## config.mk

```make
export PLATFORM = sky130hd
export DESIGN_NAME = mem_access_stage
export DESIGN_NICKNAME = d
export VERILOG_FILES = /design/src/rtl/mem_access_stage.sv
export SDC_FILE = /design/constraint.sdc
export NUM_CORES = 1
export LEC_CHECK = 0
export ABC_AREA = 1
export CAP_MARGIN = 20
export CORE_UTILIZATION = 40
export DETAILED_ROUTE_END_ITERATION = 16
export GPL_ROUTABILITY_DRIVEN = 0
export GPL_TIMING_DRIVEN = 0
export PLACE_DENSITY_LB_ADDON = 0.3
export SETUP_SLACK_MARGIN = 0.15
export SLEW_MARGIN = 30
export SYNTH_ARGS = -nofsm -noshare
export SYNTH_HDL_FRONTEND = slang
export SYNTH_SLANG_ARGS = --single-unit
```

## constraint.sdc

```tcl
create_clock -name clk -period 3.5 [get_ports clk]
set_clock_uncertainty 0.2 [all_clocks]
set_input_delay 0.7 -clock clk [delete_from_list [all_inputs] [get_ports clk]]
set_output_delay 0.7 -clock clk [all_outputs]
set_load 0.1 [all_outputs]
```

## src/rtl/mem_access_stage.sv

```systemverilog
// mem_access_stage: MEM stage of the pipeline. It turns an EX/MEM memory
// operation into a single held request on the data-memory port and stalls
// upstream until the memory acknowledges it. It then loads the MEM/WB
// registers with the result, or with a fault for misaligned or ambiguous
// operations.
//
// Optional feature: define MEM_ACCESS_TIMEOUT_EN to abandon a request after
// 16 consecutive un-acknowledged ACCESS cycles. The transaction then retires
// with fault=1.
//
// Memory handshake: dmemReq is the valid side and dmemAck is the ready side.
// Once dmemReq rises, dmemReq, dmemWe, dmemAddr and dmemWdata are frozen until
// the cycle in which dmemAck is high. That cycle completes the transfer, and
// dmemRdata is taken on its closing edge. dmemAck is ignored while no request
// is outstanding.
module mem_access_stage (
   input  logic        clk,
   input  logic        reset,
   // EX/MEM side
   input  logic        memRead,
   input  logic        memWrite,
   input  logic [1:0]  wbIn,
   input  logic [31:0] aluIn,
   input  logic [31:0] rd2In,
   input  logic [31:0] instrIn,
   // data memory
   output logic        dmemReq,
   output logic        dmemWe,
   output logic [31:0] dmemAddr,
   output logic [31:0] dmemWdata,
   input  logic        dmemAck,
   input  logic [31:0] dmemRdata,
   // pipeline control
   output logic        stall,
   // MEM/WB side
   output logic [1:0]  wbOut,
   output logic [31:0] readData,
   output logic [31:0] aluOut,
   output logic [4:0]  rdOut,
   output logic        fault,
   // observability: 1 while a request is outstanding
   output logic        dbgState
);

   typedef enum logic {
      IDLE   = 1'b0,
      ACCESS = 1'b1
   } state_t;

   state_t state;

   logic mem_any;      // some memory operation requested
   logic mem_one;      // exactly one of read/write requested
   logic aligned;      // word-aligned address
   logic issue;        // legal operation that will go to memory
   logic timeout_hit;  // request abandoned in this cycle

   // Only the destination register field of the instruction is carried on.
   logic unused_instr;
   assign unused_instr = &{1'b0, instrIn[31:12], instrIn[6:0]};

   assign mem_any  = memRead | memWrite;
   assign mem_one  = memRead ^ memWrite;
   assign aligned  = (aluIn[1:0] == 2'b00);
   assign issue    = mem_one & aligned;
   assign dbgState = (state == ACCESS);

`ifdef MEM_ACCESS_TIMEOUT_EN
   logic [3:0] to_cnt;

   // Count consecutive un-acknowledged ACCESS cycles; the count is zero in IDLE, so it starts clean on every entry to ACCESS.
   always_ff @(posedge clk or negedge reset) begin
      if (!reset) begin
         to_cnt <= 4'd0;
      end else if (state == IDLE) begin
         to_cnt <= 4'd0;
      end else if (!dmemAck) begin
         to_cnt <= to_cnt + 4'd1;
      end
   end

   // The 16th waiting cycle gives up unless the ack arrives in that same cycle.
   assign timeout_hit = (state == ACCESS) && !dmemAck && (to_cnt == 4'hF);
`else
   assign timeout_hit = 1'b0;
`endif

   // Hold upstream while a legal memory op is being issued or is waiting for its ack; never stall during reset.
   always_comb begin
      stall = 1'b0;
      if (reset) begin
         if (state == IDLE) begin
            stall = issue;
         end else begin
            stall = ~dmemAck & ~timeout_hit;
         end
      end
   end

   // Stage FSM: issue requests, hold them until ack, and load the MEM/WB registers.
   always_ff @(posedge clk or negedge reset) begin
      if (!reset) begin
         state     <= IDLE;
         dmemReq   <= 1'b0;
         dmemWe    <= 1'b0;
         dmemAddr  <= 32'd0;
         dmemWdata <= 32'd0;
         wbOut     <= 2'b00;
         readData  <= 32'd0;
         aluOut    <= 32'd0;
         rdOut     <= 5'd0;
         fault     <= 1'b0;
      end else begin
         case (state)
            IDLE: begin
               if (issue) begin
                  // Freeze the request; MEM/WB sees a bubble while we wait.
                  dmemReq   <= 1'b1;
                  dmemWe    <= memWrite;
                  dmemAddr  <= aluIn;
                  dmemWdata <= rd2In;
                  wbOut     <= 2'b00;
                  fault     <= 1'b0;
                  state     <= ACCESS;
               end else if (mem_any) begin
                  // Misaligned, or read and write together: retire as a fault without touching memory.
                  wbOut  <= 2'b00;
                  aluOut <= aluIn;
                  rdOut  <= instrIn[11:7];
                  fault  <= 1'b1;
               end else begin
                  // Plain ALU result passes straight through; readData keeps its value.
                  wbOut  <= wbIn;
                  aluOut <= aluIn;
                  rdOut  <= instrIn[11:7];
                  fault  <= 1'b0;
               end
            end
            ACCESS: begin
               if (dmemAck) begin
                  // The op type is taken from the registered write enable, not the live input.
                  if (!dmemWe) begin
                     readData <= dmemRdata;
                  end
                  wbOut   <= wbIn;
                  aluOut  <= aluIn;
                  rdOut   <= instrIn[11:7];
                  fault   <= 1'b0;
                  dmemReq <= 1'b0;
                  dmemWe  <= 1'b0;
                  state   <= IDLE;
               end else if (timeout_hit) begin
                  wbOut   <= 2'b00;
                  aluOut  <= aluIn;
                  rdOut   <= instrIn[11:7];
                  fault   <= 1'b1;
                  dmemReq <= 1'b0;
                  dmemWe  <= 1'b0;
                  state   <= IDLE;
               end else begin
                  wbOut <= 2'b00;
                  fault <= 1'b0;
               end
            end
            default: begin
               state   <= IDLE;
               dmemReq <= 1'b0;
               dmemWe  <= 1'b0;
            end
         endcase
      end
   end

endmodule

```

==> results.json, run 1 <==
{
  "clock_sinks": 139,
  "clkLatencyLatePin_ns": 0.41,
  "drc": 0,
  "setup_viol": 0,
  "startpoint_type": "input port",
  "path_class": "in2out",
  "ir_drop_mv": 0.490,
  "diodes": 0,
  "p_leak_nw": 4.42,
  "antenna_found_initial": 0,
  "grt_max_degree": 72,
  "pwr-share-clk": 0.231,
  "drive_above_1_share": 0.0776,
  "crit_arrival_ns": 2.34,
  "cp_max_fo": 10,
  "vias_per_cell": 4.65,
  "fin_crit_ns": 3.24,
  "crit_path_cell_trace": "clkdlybuf4s50_1, inv_1, ha_1, nand3_2, buf_4, a21boi_2, clkbuf_4",
  "crit_required_ns": 2.60,
  "status": "complete, no violations",
  "synth_area_leader_cell": "dfrtp_1",
  "root_buffer": "clkbuf_16",
  "drv_slew": 0,
  "wl_met3_mm": 1.55,
  "grt_first_pass_wirelength_mm": 25.5,
  "synth_area_um2": 5510,
  "post-route-period-util": 0.925,
  "grt_pass1_vias": 5051,
  "wl_met2_mm": 7.50,
  "vias": 4891,
  "syn-num-nets": 732,
  "yosysSeqAreaShare": 0.632,
  "maxCapViolCount": 0,
  "synth_top_area_frac": 0.632,
  "post_drt_wl_per_cell_um": 14.9,
  "die_h_um": 119,
  "avgSynthCellArea_um2": 9.24,
  "rsz0062_at_grt": "false",
  "ios": 275,
  "initial_core_util": 0.413,
  "grt_overflow": 0,
  "pwr-share-seq": 0.257,
  "io_buffer_count": 247,
  "synthCells": 596,
  "critPathMaxStageDelay_ns": 0.45,
  "drtIter0Drc": 219,
  "wl_met1_mm": 6.34,
  "nFillCells": 1058,
  "slew_headroom": 0.314,
  "synth.ff_latch_count": 139,
  "syn_to_final_growth_pct": 61.6,
  "power.density_nw_per_um2": 970,
  "wirelength_mm": 15.7,
  "p_comb_frac": 0.512,
  "dieArea_um2": 14200,
  "cts.clk_slew.worst_paths_ns": 0.05,
  "htree_levels": 4,
  "cts_tree": "yes",
  "switching_power_mw": 4.34,
  "ant_nets": 0,
  "worst_pin_slew_ns": 1.03,
  "first_pass_iters": 4,
  "utilization": 0.667,
  "r2r_setup_slack_ns": 1.84,
  "netlist_top_cells_area": "dfrtp_1, nand2_1, inv_1",
  "max_freq_mhz": 309,
  "hold_viol": 0,
  "instances_no_fill": 1052,
  "rows": 42,
  "cts_buffer_depth": 2,
  "holdCritPathClass": "in2async",
  "cp-end-kind": "output port",
  "synth.distinct_cells": 21,
  "ys_warn_count": 0,
  "cp_slowest_cell": "clkdlybuf4s50_1",
  "grt_usage": 0.234,
  "switching_share": 0.503,
  "cts_hold_buf": 0,
  "p_int_mw": 4.28,
  "die_w_um": 119,
  "cts_buffers": 17,
  "core_area_um2": 13300,
  "topRoutingLayerUsed": "met4",
  "nets": 999,
  "dp.cells": 1020,
  "hpwl_mm": 11.5
}
## power groups by stage
stage          Clock [mW]  Sequential, mW  Combinational, mW
2_1_floorplan           0            5.09              0.402
3_3_place_gp            0            2.22               4.38
3_5_place_dp            0            2.24               4.42
4_1_cts              2.03            2.22               4.43
5_1_grt              2.09            2.26               4.56
6_report             1.99            2.22               4.41
## worst max-delay path: cells and delay by family
family          cells  cell delay (ns)
buf+inv             4             1.06
fa+ha+maj           1             0.32
simple gates        1             0.13
compound gates      1             0.12
## cells in the mapped netlist (all sizes together)
| library cell | instances |
|---|---|
| nand2 | 181 |
| clkbuf | 6 |
| nand4 | 3 |
| dfrtp | 139 |
| ha | 1 |
| o21ai | 94 |
| a21boi | 1 |
| nor2 | 2 |
| nand3 | 40 |
| inv | 100 |
| or2 | 2 |
| buf | 27 |
## repair_timing
action                     in CTS  in global routing
setup buffers                   0                  0
setup endpoints to repair       1                  1
resized for setup               5                  1
## state kept, by name, indices dropped and copies added (netlist names)
| name | cells |
|---|---|
| dmemWdata | 32 |
| dbgState | 1 |
| wbOut | 2 |
| dmemAddr | 32 |
| fault | 1 |
| readData | 32 |
| dmemWe | 1 |
| dmemReq | 1 |
| aluOut | 32 |
| rdOut | 5 |
## path summary, 6_finish.rpt
| check | depth (start not counted) | to | start |
|---|---|---|---|
| setup / recovery | 7 | stall | memWrite |
| hold / removal | 1 | readData[8] | reset |
| setup reg to reg | 5 | dmemWdata[30] | dbgState |
| hold reg to reg | 2 | rdOut[1] | rdOut[1] |
| max in group asynchronous | 2 | dmemAddr[14] | reset |
| min in group clk | 2 | rdOut[1] | rdOut[1] |
## metrics by stage
stage,setup TNS [ns],total power [mW],setup slack [ns],instance area (µm²),hold WS [ns]
global placement,-532.24,6.60,-4.82,8200,0.253
detailed placement,-0.574,6.66,-0.574,8240,0.256
global route,0,8.92,0.175,8900,0.0617
floorplan,0,5.50,0.218,5510,0.204
CTS,0,8.68,0.157,8900,0.0435
finish,0,8.63,0.264,8900,0.0314
## placed cells by master, fill, tap and decap left out, types with 4 or more instances in the layout
cell type        count
dfrtp_1            139
nand2_1            180
clkdlybuf4s50_1    244
o21ai_0             61
o21ai_1             33
bufinv_16            5
clkbuf_8             4
nand3_1             39
clkbuf_16           17
buf_6               10
clkbuf_1             6
inv_1               99
buf_4                5
buf_2               12
## per-layer routing
| metal | track usage | vias to the layer above |
|---|---|---|
| met1 | 0.267 | 2285 |
| li1 | - | 2376 |
| met3 | 0.0920 | 22 |
| met5 | 0 | - |
| met2 | 0.391 | 208 |
| met4 | 0.0930 | 0 |
## cells by family (layout without fill, tap and decap cells)
group                      Yosys count  count (layout)  share of synthesized area
and+or+nand+nor                    228             228                      0.169
adders and majority gates            1               1                    0.00227
buffers and inverters              133             413                      0.110
DFF                                139             139                      0.632
AOI/OAI and AO/OA                   95              95                     0.0868
## layout make-up
| cell class | instances | area, µm² | share of cell area |
|---|---|---|---|
| buffer | 33 | 231 | 0.0260 |
| clock buffer | 21 | 480 | 0.0540 |
| clock inverter | 11 | 189 | 0.0212 |
| inverter | 100 | 375 | 0.0422 |
| multi-input combinational | 324 | 1430 | 0.160 |
| sequential | 139 | 3480 | 0.391 |
| tap | 176 | 220 | 0.0248 |
| timing repair buffer | 248 | 2500 | 0.281 |
Power figures use the tool's default switching activity.
==> run 2: changes to the inputs <==
--- a/config.mk
+++ b/config.mk
@@ -13,7 +13,9 @@
 export GPL_TIMING_DRIVEN = 0
 export PLACE_DENSITY_LB_ADDON = 0.3
 export SETUP_SLACK_MARGIN = 0.15
+export SKIP_CTS_REPAIR_TIMING = 1
 export SLEW_MARGIN = 30
 export SYNTH_ARGS = -nofsm -noshare
 export SYNTH_HDL_FRONTEND = slang
 export SYNTH_SLANG_ARGS = --single-unit
+export TNS_END_PERCENT = 5
==> results of run 2 <==
Same layout as run 1: the final DEF is identical, and so are final timing and power.
==> run 3: changes to the inputs <==
--- a/config.mk
+++ b/config.mk
@@ -7,7 +7,7 @@
 export LEC_CHECK = 0
 export ABC_AREA = 1
 export CAP_MARGIN = 20
-export CORE_UTILIZATION = 40
+export CORE_UTILIZATION = 29
 export DETAILED_ROUTE_END_ITERATION = 16
 export GPL_ROUTABILITY_DRIVEN = 0
 export GPL_TIMING_DRIVEN = 0
@@ -18,4 +18,4 @@
 export SYNTH_ARGS = -nofsm -noshare
 export SYNTH_HDL_FRONTEND = slang
 export SYNTH_SLANG_ARGS = --single-unit
-export TNS_END_PERCENT = 5
+export TNS_END_PERCENT = 10
==> run 3 against run 2 <==
Effect of this change: sequential cell count unchanged; die area up 37%; register-to-register slack worse by 0.07 ns; critical endpoint unchanged; non-clock buffer count unchanged; global-route usage down 6.0 points; critical path type unchanged.
==> results.json, run 3 (synthesis gave the netlist of run 1 again) <==
{
  "r2r_start": "dbgState",
  "grt_max_degree": 76,
  "cp-end-kind": "output port",
  "p_leak_nw": 4.40,
  "grt_first_pass_wirelength_mm": 26.2,
  "cts.clk_slew.worst_paths_ns": 0.06,
  "clkLatencyLatePin_ns": 0.41,
  "crit_arrival_ns": 2.34,
  "seq_area_um2": 3480,
  "rsz0062_at_grt": "false",
  "core_area_um2": 18600,
  "vias_per_cell": 4.30,
  "worstReg2RegEnd": "dmemWdata[30]",
  "power.density_nw_per_um2": 954,
  "maxCapViolCount": 0,
  "startpoint_type": "input port",
  "grt_usage": 0.174,
  "max_freq_mhz": 308,
  "endpoint": "stall",
  "post_drt_wl_per_cell_um": 14.5,
  "die_h_um": 140,
  "worst_pin_slew_ns": 1.01,
  "fin_crit_ns": 3.24,
  "setup_viol": 0,
  "utilization": 0.478,
  "root_buffer": "clkbuf_16",
  "hpwl_mm": 11.5,
  "rows": 50,
  "initial_core_util": 0.295,
  "layout_common_cells": "clkdlybuf4s50_1, nand2_1, dfrtp_1",
  "diodes": 0,
  "io_buffer_count": 247,
  "post-route-period-util": 0.926,
  "clock_sinks": 139,
  "ant_nets": 0,
  "nFillCells": 1806,
  "drive_above_1_share": 0.0799,
  "dp.cells": 1078,
  "dieArea_um2": 19500,
  "nets": 999,
  "die_w_um": 140,
  "vias": 4772,
  "post-place-ws_ns": -0.642,
  "setup_slack_ns": 0.257,
  "cts_tree": "yes",
  "crit_start": "memWrite",
  "ios": 275,
  "cts_buffers": 17,
  "wl_met3_mm": 1.48,
  "stdcell_area_um2": 8910,
  "multi_input_area_um2": 1430,
  "reg2regPathDepth": 5,
  "grt_overflow": 0,
  "wl_met1_mm": 7.07,
  "r2r_setup_slack_ns": 1.77,
  "power.total_mw": 8.50,
  "topRoutingLayerUsed": "met4",
  "holdCritPathClass": "in2async",
  "status": "complete, no violations",
  "crit_required_ns": 2.60,
  "instances_no_fill": 1110,
  "grt_pass1_vias": 4981,
  "cp_max_fo": 10,
  "antenna_found_initial": 0,
  "htree_levels": 4,
  "drc": 0,
  "cts_buffer_depth": 2,
  "slew_headroom": 0.322,
  "ir_drop_mv": 0.422,
  "final_common_cell": "clkdlybuf4s50_1",
  "syn_to_final_growth_pct": 61.8,
  "wirelength_mm": 16.1,
  "first_pass_iters": 4,
  "wl_met2_mm": 7.40,
  "hold_viol": 0,
  "place_area_um2": 8300,
  "path_class": "in2out",
  "drv_slew": 0,
  "drtIter0Drc": 168
}
run 3: stage by stage:
stage	hold WS (ns)	setup TNS, ns
finish	0.0348	0
global route	0.0834	0
CTS	0.0660	-0.647
detailed placement	0.257	-0.642
global placement	0.253	-610.36
floorplan	0.204	0
run 3: critical path: stages:
cell	delay, ns
clkdlybuf4s50_1	0.46
inv_1	0.05
ha_1	0.31
nand3_2	0.15
buf_4	0.24
a21boi_2	0.12
buf_4	0.30
run 3: cell type report:
cell class | count | area share
Tap cell | 234 | 0.0329
Sequential cell | 139 | 0.391
Clock inverter | 13 | 0.0184
Inverter | 100 | 0.0421
Clock buffer | 19 | 0.0508
Multi-Input combinational cell | 324 | 0.160
Timing Repair Buffer | 248 | 0.279
Buffer | 33 | 0.0260
run 3: power by group:
group | internal, mW | switching [mW] | total (mW)
clock | 1.17 | 0.730 | 1.90
combinational | 0.942 | 3.45 | 4.39
sequential | 2.00 | 0.212 | 2.21
run 3: worst min path at each step:
stage                    start           end  slack, ns  cells past startpoint
CTS                      reset  readData[28]       0.07                      1
detailed placement  aluOut[10]    aluOut[10]       0.26                      2
finish                   reset  readData[26]       0.03                      1
floorplan                reset     aluOut[0]       0.20                      0
global placement     aluOut[4]     aluOut[4]       0.25                      2
global route             reset  readData[26]       0.08                      1
run 3: per-layer routing:
metal	vias up	GRT usage
met1	2221	0.210
li1	2364	-
met3	14	0.0695
met2	173	0.280
met4	0	0.0602
met5	-	0
